## src/rtl/agc_gain_ctrl.sv

```systemverilog
// agc_gain_ctrl: windowed |din| average addresses a gain table; returned gain drives a saturating multiply
module agc_gain_ctrl #(
  parameter int DIN_WIDTH = 16,
  parameter int DOUT_WIDTH = 16,
  parameter int GAIN_WIDTH = 16,
  parameter int N_ADDR = 256,
  parameter int WIN_LOG2 = 6,
  localparam int AW = $clog2(N_ADDR)
) (
  input  logic                         clk,
  input  logic                         rst_n,
  input  logic signed [DIN_WIDTH-1:0]  din,
  input  logic                         din_valid,
  output logic                         ren,
  output logic [AW-1:0]                radd,
  input  logic [GAIN_WIDTH-1:0]        gain_in,
  output logic signed [DOUT_WIDTH-1:0] dout,
  output logic                         dout_valid,
  output logic [GAIN_WIDTH-1:0]        cur_gain,
  output logic                         gain_upd
);
  localparam int MW = DIN_WIDTH - 1;
  localparam int ACW = MW + WIN_LOG2;
  localparam int PW = DIN_WIDTH + GAIN_WIDTH + 1;
  localparam logic signed [PW-1:0] DMAX = PW'((2 ** (DOUT_WIDTH - 1)) - 1);
  localparam logic signed [PW-1:0] DMIN = ~DMAX;
  typedef enum logic [1:0] {ACCUM, REQ, WAIT} state_t;
  state_t state, state_nx;
  logic [MW-1:0] mag;
  logic [ACW-1:0] acc, sum;
  logic [WIN_LOG2-1:0] cnt;
  logic close, v1;
  logic signed [PW-1:0] prod, prod_c, shr;
  // the most-negative sample folds onto the largest positive magnitude
  assign mag = din[DIN_WIDTH-1] ? ((din == {1'b1, {MW{1'b0}}}) ? '1 : MW'(-din)) : din[MW-1:0];
  assign sum = acc + ACW'(mag);
  assign close = din_valid && (&cnt);
  assign prod_c = PW'(din) * PW'($signed({1'b0, cur_gain}));
  assign shr = prod >>> (GAIN_WIDTH - 1);
  always_comb begin
    ren = state == REQ;
    state_nx = state == REQ ? WAIT : state == WAIT ? ACCUM : close ? REQ : ACCUM;
  end
  always_ff @(posedge clk or negedge rst_n)
    if (!rst_n) begin
      state <= ACCUM;
      acc <= '0;
      cnt <= '0;
      radd <= '0;
      cur_gain <= {1'b1, {(GAIN_WIDTH-1){1'b0}}};
      gain_upd <= 1'b0;
    end else begin
      state <= state_nx;
      if (din_valid) begin
        acc <= close ? '0 : sum;
        cnt <= cnt + 1'b1;
      end
      if (close) radd <= sum[ACW-1 -: AW];
      gain_upd <= state == WAIT;
      if (state == WAIT) cur_gain <= gain_in;
    end
  always_ff @(posedge clk or negedge rst_n)
    if (!rst_n) begin
      v1 <= 1'b0;
      prod <= '0;
      dout <= '0;
      dout_valid <= 1'b0;
    end else begin
      v1 <= din_valid;
      if (din_valid) prod <= prod_c;
      dout_valid <= v1;
      if (v1) dout <= shr > DMAX ? DOUT_WIDTH'(DMAX) : shr < DMIN ? DOUT_WIDTH'(DMIN) : DOUT_WIDTH'(shr);
    end
endmodule

```

## config.mk

```make
export PLATFORM = sky130hd
export DESIGN_NAME = agc_gain_ctrl
export DESIGN_NICKNAME = d
export VERILOG_FILES = /design/src/rtl/agc_gain_ctrl.sv
export SDC_FILE = /design/constraint.sdc
export NUM_CORES = 1
export LEC_CHECK = 0
export BUFFER_PORTS_ARGS = -buffer_cell sky130_fd_sc_hd__buf_2
export CORE_MARGIN = 2
export CORE_UTILIZATION = 50
export CTS_BUF_LIST = sky130_fd_sc_hd__clkbuf_16
export DETAILED_ROUTE_END_ITERATION = 7
export GPL_ROUTABILITY_DRIVEN = 0
export HOLD_SLACK_MARGIN = 0.06
export PLACE_DENSITY = 0.67
export SLEW_MARGIN = 20
export SYNTH_ARGS = -nofsm -noshare
export SYNTH_HDL_FRONTEND = slang
export SYNTH_SLANG_ARGS = --single-unit
```

## constraint.sdc

```tcl
create_clock -name clk -period 14.2 [get_ports clk]
set_input_delay 1.42 -clock clk [delete_from_list [all_inputs] [get_ports clk]]
set_output_delay 1.42 -clock clk [all_outputs]
set_load 0.01 [all_outputs]
```

==> results.txt, run 1 <==
----------------------------------------------------
[Outcome]
  Outcome ... completed

[Synth]
  Proportion of netlist area held by the largest area contributor ... 0.288
  Synthesized netlist cell count ... 1516
  Number of synthesized flops with an enable pin ... 0
  Sequential cell area fraction in the yosys report ... 0.167
  Top cells by instance count after synthesis ... inv_1, nand2_1, fa_1
  Count of yosys warnings during synthesis ... 0
  Count leader, synth ... inv_1
  Biggest area contributors in the synthesized netlist ... fa_1, dfrtp_1, ha_1
  Net count after synthesis ... 1881
  Commonest register cell after synthesis ... dfrtp_1
  Synth async-reset ratio ... 1.00
  Mapped Area ... 13500 µm²
  Average cell area after synthesis ... 8.89 µm²
  Synth unique cells ... 69
  Post-synthesis register bit count ... 90
  Biggest area consumer among synthesized cells ... fa_1

[Critical path]
  Worst setup EP type ... flip-flop
  Arrival @ worst endpoint ... 7590 ps
  Type of origin of the critical path ... input pin
  Longest individual stage delay on the worst path ... 540 ps
  Minimum setup slack among reg-to-reg paths ... 7560 ps
  Worst Path Buf+Inv ... 4
  WS Path Type ... in2reg
  Most frequent CP cell ... fa_1
  Cell with the biggest individual delay on the critical path ... fa_1
  Cell-by-cell trace of the critical path ... buf_2, inv_1, nor2_1, fa_1, fa_1, fa_1, fa_1, fa_1, inv_1, fa_1, inv_1, ha_1, a21oi_1, o21ai_0, or3_1, nor4_1, nor3_1, a21oi_1, xnor2_1, mux2_2
  Worst-path fanout max ... 23
  Worst Path Required ... 14430 ps
  Largest delay contributor family on the critical path ... adder cells

[Route]
  Final wirelength ... 31.2 mm
  Per-cell routed wire length ... 16.6 µm
  Number of DRC markers in iteration 0 ... 524
  DRC violations left ... 0
  Number of iterations in the first detailed-routing pass ... 4
  Via density per instance ... 5.39
  Remaining antenna violation count after routing ... 0
  Vias ... 10120

[Placement]
  Buffers on Ports ... 77
  Placed standard-cell area ... 14000 µm²
  Post-detailed-placement half-perimeter wirelength ... 24.0 mm

[Timing]
  Slew margin rel. ... 0.306
  Worst Tran Pin Value ... 1030 ps
  Total negative slack for setup checks ... 0 ps
  Crit path time final ... 7360 ps
  Period utilization ... 0.518
  Finish-stage setup viols ... 0
  Maximum clock skew at final layout ... 10.7 ps
  Highest clock frequency the design can meet ... 136 MHz
  Unrepaired setup endpoints after global routing ... false
  Count of final hold-check violations ... 0
  Count of pins over their slew limit ... 0

[Die]
  Die Area ... 28300 µm²
  Chip height ... 168 µm
  Effective utilization at floorplan ... 0.504
  Chip width ... 168 µm
  IO Count ... 78
  Placeable core region ... 26700 µm²
  Number of core rows ... 60

[CTS]
  Skew-Pair Late Insertion Delay ... 360 ps
  Maximum number of buffers from clock root to sink ... 2
  TritonCTS clock tree ... done
  Clock transition at the register clock pins on the worst setup and hold paths after CTS ... 70 ps
  CTS Hold Buffers Added ... 0
  Number of buffers added for setup after CTS ... 0
  Library cell used as clock root buffer ... clkbuf_16
  Post-cts sizing count ... 0
  Clock buffer count from CTS ... 9
  Clock H-tree levels ... 3
  CTS sink count ... 90

[Power and ir drop]
  Share of total power consumed by net switching ... 0.476
  Total net switching power ... 0.000838 W
  Sequential Power Share ... 0.252
  Combinational share of power ... 0.614
  Static leakage power ... 7.43 nW
  Maximum VDD drop ... 0.0691 mV
  Internal power of the cells ... 0.000921 W
  Clock power share ... 0.134
  Power density relative to cell area ... 123 nW/µm²

[Flow run]
  Number of violations of the max-capacitance limit ... 0

[Cells and area]
  Summed area of non-filler cells in the final layout ... 14300 µm²
  Number of fillers in the final layout ... 2450
  Area of all sequential standard cells ... 2250 µm²
  Fraction of layout cells with a size suffix above 1 ... 0.0873
  Layout overhead on the synthesized area ... 6.06%
  Combined area of the multi-input logic cells ... 9880 µm²
  Nets ... 1895

[Global route]
  Wire length of the first global-routing pass ... 52.6 mm
  All-layer global routing usage ... 0.232
  Maximum number of pins on one net before global-route repair ... 55
  Number of antenna violations at the first check in global routing ... 1
  GRT overflow ... 0
  Via count of the first global-routing pass ... 10550

[Worst hold path]
  Hold Crit Class ... reg2reg

----------------------------------------------------
cell families after synthesis:
group / after synthesis / synth area share
flip-flops: 90 / 0.167
buffers and inverters: 355 / 0.0999
AO/OA/AOI/OAI: 188 / 0.0914
multiplexers: 27 / 0.0225
AND/OR/NAND/NOR: 479 / 0.174
XOR/XNOR: 47 / 0.0306
adder cells (fa/ha/maj): 330 / 0.415
sequential cells by signal, summed over array words and instances, names as in the netlist:
| signal | flops |
|---|---|
| acc | 21 |
| cnt | 6 |
| cur_gain | 16 |
| dout | 16 |
| dout_valid | 1 |
| gain_upd | 1 |
| prod | 18 |
| radd | 8 |
| state | 2 |
| v1 | 1 |
cell type report:
| type | count | share of cell area |
|---|---|---|
| Antenna cell | 1 | 0.000175 |
| Clock buffer | 9 | 0.0158 |
| Clock inverter | 7 | 0.00368 |
| Inverter | 278 | 0.0730 |
| Multi-Input combinational cell | 1071 | 0.691 |
| Sequential cell | 90 | 0.158 |
| Tap cell | 341 | 0.0299 |
| Timing Repair Buffer | 80 | 0.0287 |
through the flow:
step           instances   util  hold slack (ps)  total power [W]  worst slack, ps
2_1_floorplan       1516      -              415          0.00125             6910
6_report            1877  0.535              446          0.00176             6840
5_1_grt             1876  0.535              459          0.00195             6420
4_1_cts             1876  0.535              447          0.00178             6870
3_3_place_gp        1860  0.524              432          0.00151             6650
3_5_place_dp        1860  0.524              433          0.00153             6510
metal layers:
layer,part of all wire,vias up,global-route usage
li1,-,4787,-
met1,0.44,5094,0.303
met2,0.51,199,0.418
met3,0.034,40,0.0273
met4,0.018,0,0.0506
met5,0,-,0
path summary, 6_finish.rpt:
kind,start,to,cells after the start
min in group asynchronous,rst_n,radd[7]$_DFFE_PN0P_,1
max in group asynchronous,rst_n,prod[25]$_DFFE_PN0P_,2
hold / removal,state[1]$_DFF_PN0_,state[1]$_DFF_PN0_,1
hold reg to reg,state[1]$_DFF_PN0_,state[1]$_DFF_PN0_,1
setup / recovery,din[15],prod[25]$_DFFE_PN0P_,20
setup reg to reg,cur_gain[5]$_DFFE_PN0P_,prod[25]$_DFFE_PN0P_,21
layout by cell type (no fill, tap or decap), types with 26 or more instances in the layout:
cell type	Yosys	layout
a21oi_1	34	34
and2_1	116	116
buf_2	2	76
dfrtp_1	89	89
fa_1	194	194
ha_1	136	136
inv_1	277	277
mux2_2	26	26
nand2_1	209	209
nor2_1	67	67
o21ai_0	54	54
xnor2_1	26	26
power groups by stage:
stage | clock [W] | combinational [W] | sequential (W)
after floorplan | 0 | 0.000846 | 0.000402
after global placement | 0 | 0.00107 | 0.000443
after detailed placement | 0 | 0.00109 | 0.000445
after CTS | 0.000243 | 0.00110 | 0.000442
after global routing | 0.000253 | 0.00124 | 0.000455
final | 0.000236 | 0.00108 | 0.000443
Power figures use the tool's default switching activity.
==> run 2: changes to the inputs <==
==> constraint.sdc (replaced) <==
create_clock -name clk -period 7.57 [get_ports clk]
set_input_delay 0.757 -clock clk [delete_from_list [all_inputs] [get_ports clk]]
set_output_delay 0.757 -clock clk [all_outputs]
set_load 0.01 [all_outputs]
==> run 2 against run 1 <==
  * Non-clock buffer count up 3
  * Flip-flop and latch count unchanged
  * Sequential share of layout area down 0.080 points
  * Combinational power up 91%
  * Cell count up 0.11%
  * Critical endpoint unchanged
  * Largest power group unchanged
  * Highest routed layer unchanged
==> results.txt, run 2 (synthesized netlist as in run 1, its figures left out) <==
----------------------------------------------------
[Outcome]
  Outcome ... completed

[Route]
  Via density per instance ... 5.48
  Number of DRC markers in iteration 0 ... 470
  DRC violations left ... 0
  Remaining antenna violation count after routing ... 0
  Per-cell routed wire length ... 16.9 µm
  Vias ... 10292
  Number of iterations in the first detailed-routing pass ... 5
  Final wirelength ... 31.7 mm

[CTS]
  Post-cts sizing count ... 0
  Maximum number of buffers from clock root to sink ... 2
  TritonCTS clock tree ... done
  CTS Hold Buffers Added ... 0
  CTS sink count ... 90
  Number of buffers added for setup after CTS ... 0
  Clock buffer count from CTS ... 9
  Skew-Pair Late Insertion Delay ... 360 ps
  Clock H-tree levels ... 3
  Library cell used as clock root buffer ... clkbuf_16
  Clock transition at the register clock pins on the worst setup and hold paths after CTS ... 80 ps

[Timing]
  Unrepaired setup endpoints after global routing ... false
  Highest clock frequency the design can meet ... 151 MHz
  Count of final hold-check violations ... 0
  Finish-stage setup viols ... 0
  Total negative slack for setup checks ... 0 ps
  Slew margin rel. ... 0.306
  Maximum clock skew at final layout ... 13.2 ps
  Worst Tran Pin Value ... 1040 ps
  Count of pins over their slew limit ... 0
  Crit path time final ... 6630 ps
  Period utilization ... 0.876

[Power and ir drop]
  Static leakage power ... 7.47 nW
  Total chip power ... 0.00341 W
  Power density relative to cell area ... 237 nW/µm²
  Maximum VDD drop ... 0.162 mV

[Critical path]
  Cell-by-cell trace of the critical path ... nand2_1, fa_1, inv_1, fa_1, fa_1, fa_1, fa_1, inv_1, fa_1, inv_1, ha_1, a21oi_1, o21ai_0, or3_1, nor4_1, nor3_1, a21oi_1, xnor2_1, mux2_2
  Register-to-Register Path Depth ... 19
  Largest delay contributor family on the critical path ... adder cells
  CP Capture Point ... prod[25]$_DFFE_PN0P_
  Cell with the biggest individual delay on the critical path ... dfrtp_1
  WS Path Type ... reg2reg
  Worst-path fanout max ... 18
  Longest individual stage delay on the worst path ... 860 ps
  Type of origin of the critical path ... flip-flop
  Worst reg2reg startpoint ... cur_gain[8]$_DFFE_PN0P_
  Arrival @ worst endpoint ... 6870 ps
  Worst Path Buf+Inv ... 3
  Count of cell instances traversed by the critical path ... 19
  Minimum setup slack among reg-to-reg paths ... 940 ps
  Worst Path Required ... 7810 ps
  Endpoint of the lowest-slack register-to-register path ... prod[25]$_DFFE_PN0P_
  Worst setup EP type ... flip-flop
  Most frequent CP cell ... fa_1
  Setup crit start ... cur_gain[8]$_DFFE_PN0P_

[Die]
  Number of core rows ... 60
  Chip width ... 168 µm
  Effective utilization at floorplan ... 0.504
  IO Count ... 78
  Chip height ... 168 µm
  Die Area ... 28300 µm²
  Placeable core region ... 26700 µm²

[Global route]
  Met1 usage ... 0.303
  GRT overflow ... 0
  Maximum number of pins on one net before global-route repair ... 55
  Met2 GRT Util ... 0.427
  Via count of the first global-routing pass ... 10782
  Wire length of the first global-routing pass ... 53.4 mm
  All-layer global routing usage ... 0.237
  Met3 Track Usage GR ... 0.0275
  GRT Max-Usage Layer ... met2
  Number of antenna violations at the first check in global routing ... 0

[Cells and area]
  Most frequent cells in the layout ... inv_1, nand2_1, fa_1
  Layout overhead on the synthesized area ... 6.60%
  Top reg by flops ... acc
  Number of inserted diodes ... 0
  Summed area of non-filler cells in the final layout ... 14400 µm²
  Share of the core filled with cells in the final layout ... 0.537
  Nets ... 1898
  Number of flip-flops in the largest register ... 21
  Regs by FF count ... acc (21), prod (18)
  Final cell count without fillers ... 1879
  Fraction of layout cells with a size suffix above 1 ... 0.0891
  Leading cell type in the layout, fill and taps excluded ... inv_1

[Placement]
  Buffers on Ports ... 77
  Post-detailed-placement half-perimeter wirelength ... 24.6 mm
  Number of placed instances with taps included ... 1863
  Placed standard-cell area ... 14000 µm²

[Worst hold path]
  Hold Crit Class ... in2async

[Flow run]
  Number of violations of the max-capacitance limit ... 0

----------------------------------------------------
-- run 2: changes by cell type in the layout (fill, tap and decap cells not counted), sizes merged --
cell,previous run,this run
clkinv,5,1
buf,80,83
bufinv,0,2
inv,279,281
diode,1,0
-- run 2: how the worst min path moves through the flow --
stage                             startpoint                   end  slack, ps  cells past startpoint
after floorplan                 v1$_DFF_PN0_  dout_valid$_DFF_PN0_        420                      0
after global placement    state[1]$_DFF_PN0_    state[1]$_DFF_PN0_        430                      1
after detailed placement  state[1]$_DFF_PN0_    state[1]$_DFF_PN0_        440                      1
after CTS                              rst_n   radd[6]$_DFFE_PN0P_        380                      1
after global routing                   rst_n   radd[7]$_DFFE_PN0P_        410                      1
final                                  rst_n   radd[6]$_DFFE_PN0P_        370                      1
-- run 2: per-layer routing --
metal | part of all wire | vias up
met4 | 0.021 | 0
met3 | 0.037 | 46
met2 | 0.52 | 216
li1 | - | 4780
met5 | 0 | -
met1 | 0.42 | 5250
-- run 2: through the flow --
stage               setup WS, ps  hold WS (ps)
floorplan                    946           415
global placement             724           431
detailed placement           585           442
CTS                          947           382
global route                 598           406
finish                       936           367
-- run 2: layout make-up --
class	count	area [µm²]
Inverter	278	1040
Sequential cell	90	2250
Timing Repair Buffer	83	433
Clock buffer	9	225
Tap cell	341	427
Multi-Input combinational cell	1071	9880
Clock inverter	7	105
Fill cell	2496	12400
-- run 2: where the power goes --
| part | total (W) | switching, W | internal (W) | leakage [nW] |
|---|---|---|---|---|
| combinational | 0.00206 | 0.00118 | 0.000873 | 6.19 |
| sequential | 0.000827 | 0.000191 | 0.000636 | 1.12 |
| clock | 0.000522 | 0.000226 | 0.000296 | 0.159 |
| total | 0.00341 | 0.00160 | 0.00180 | 7.47 |
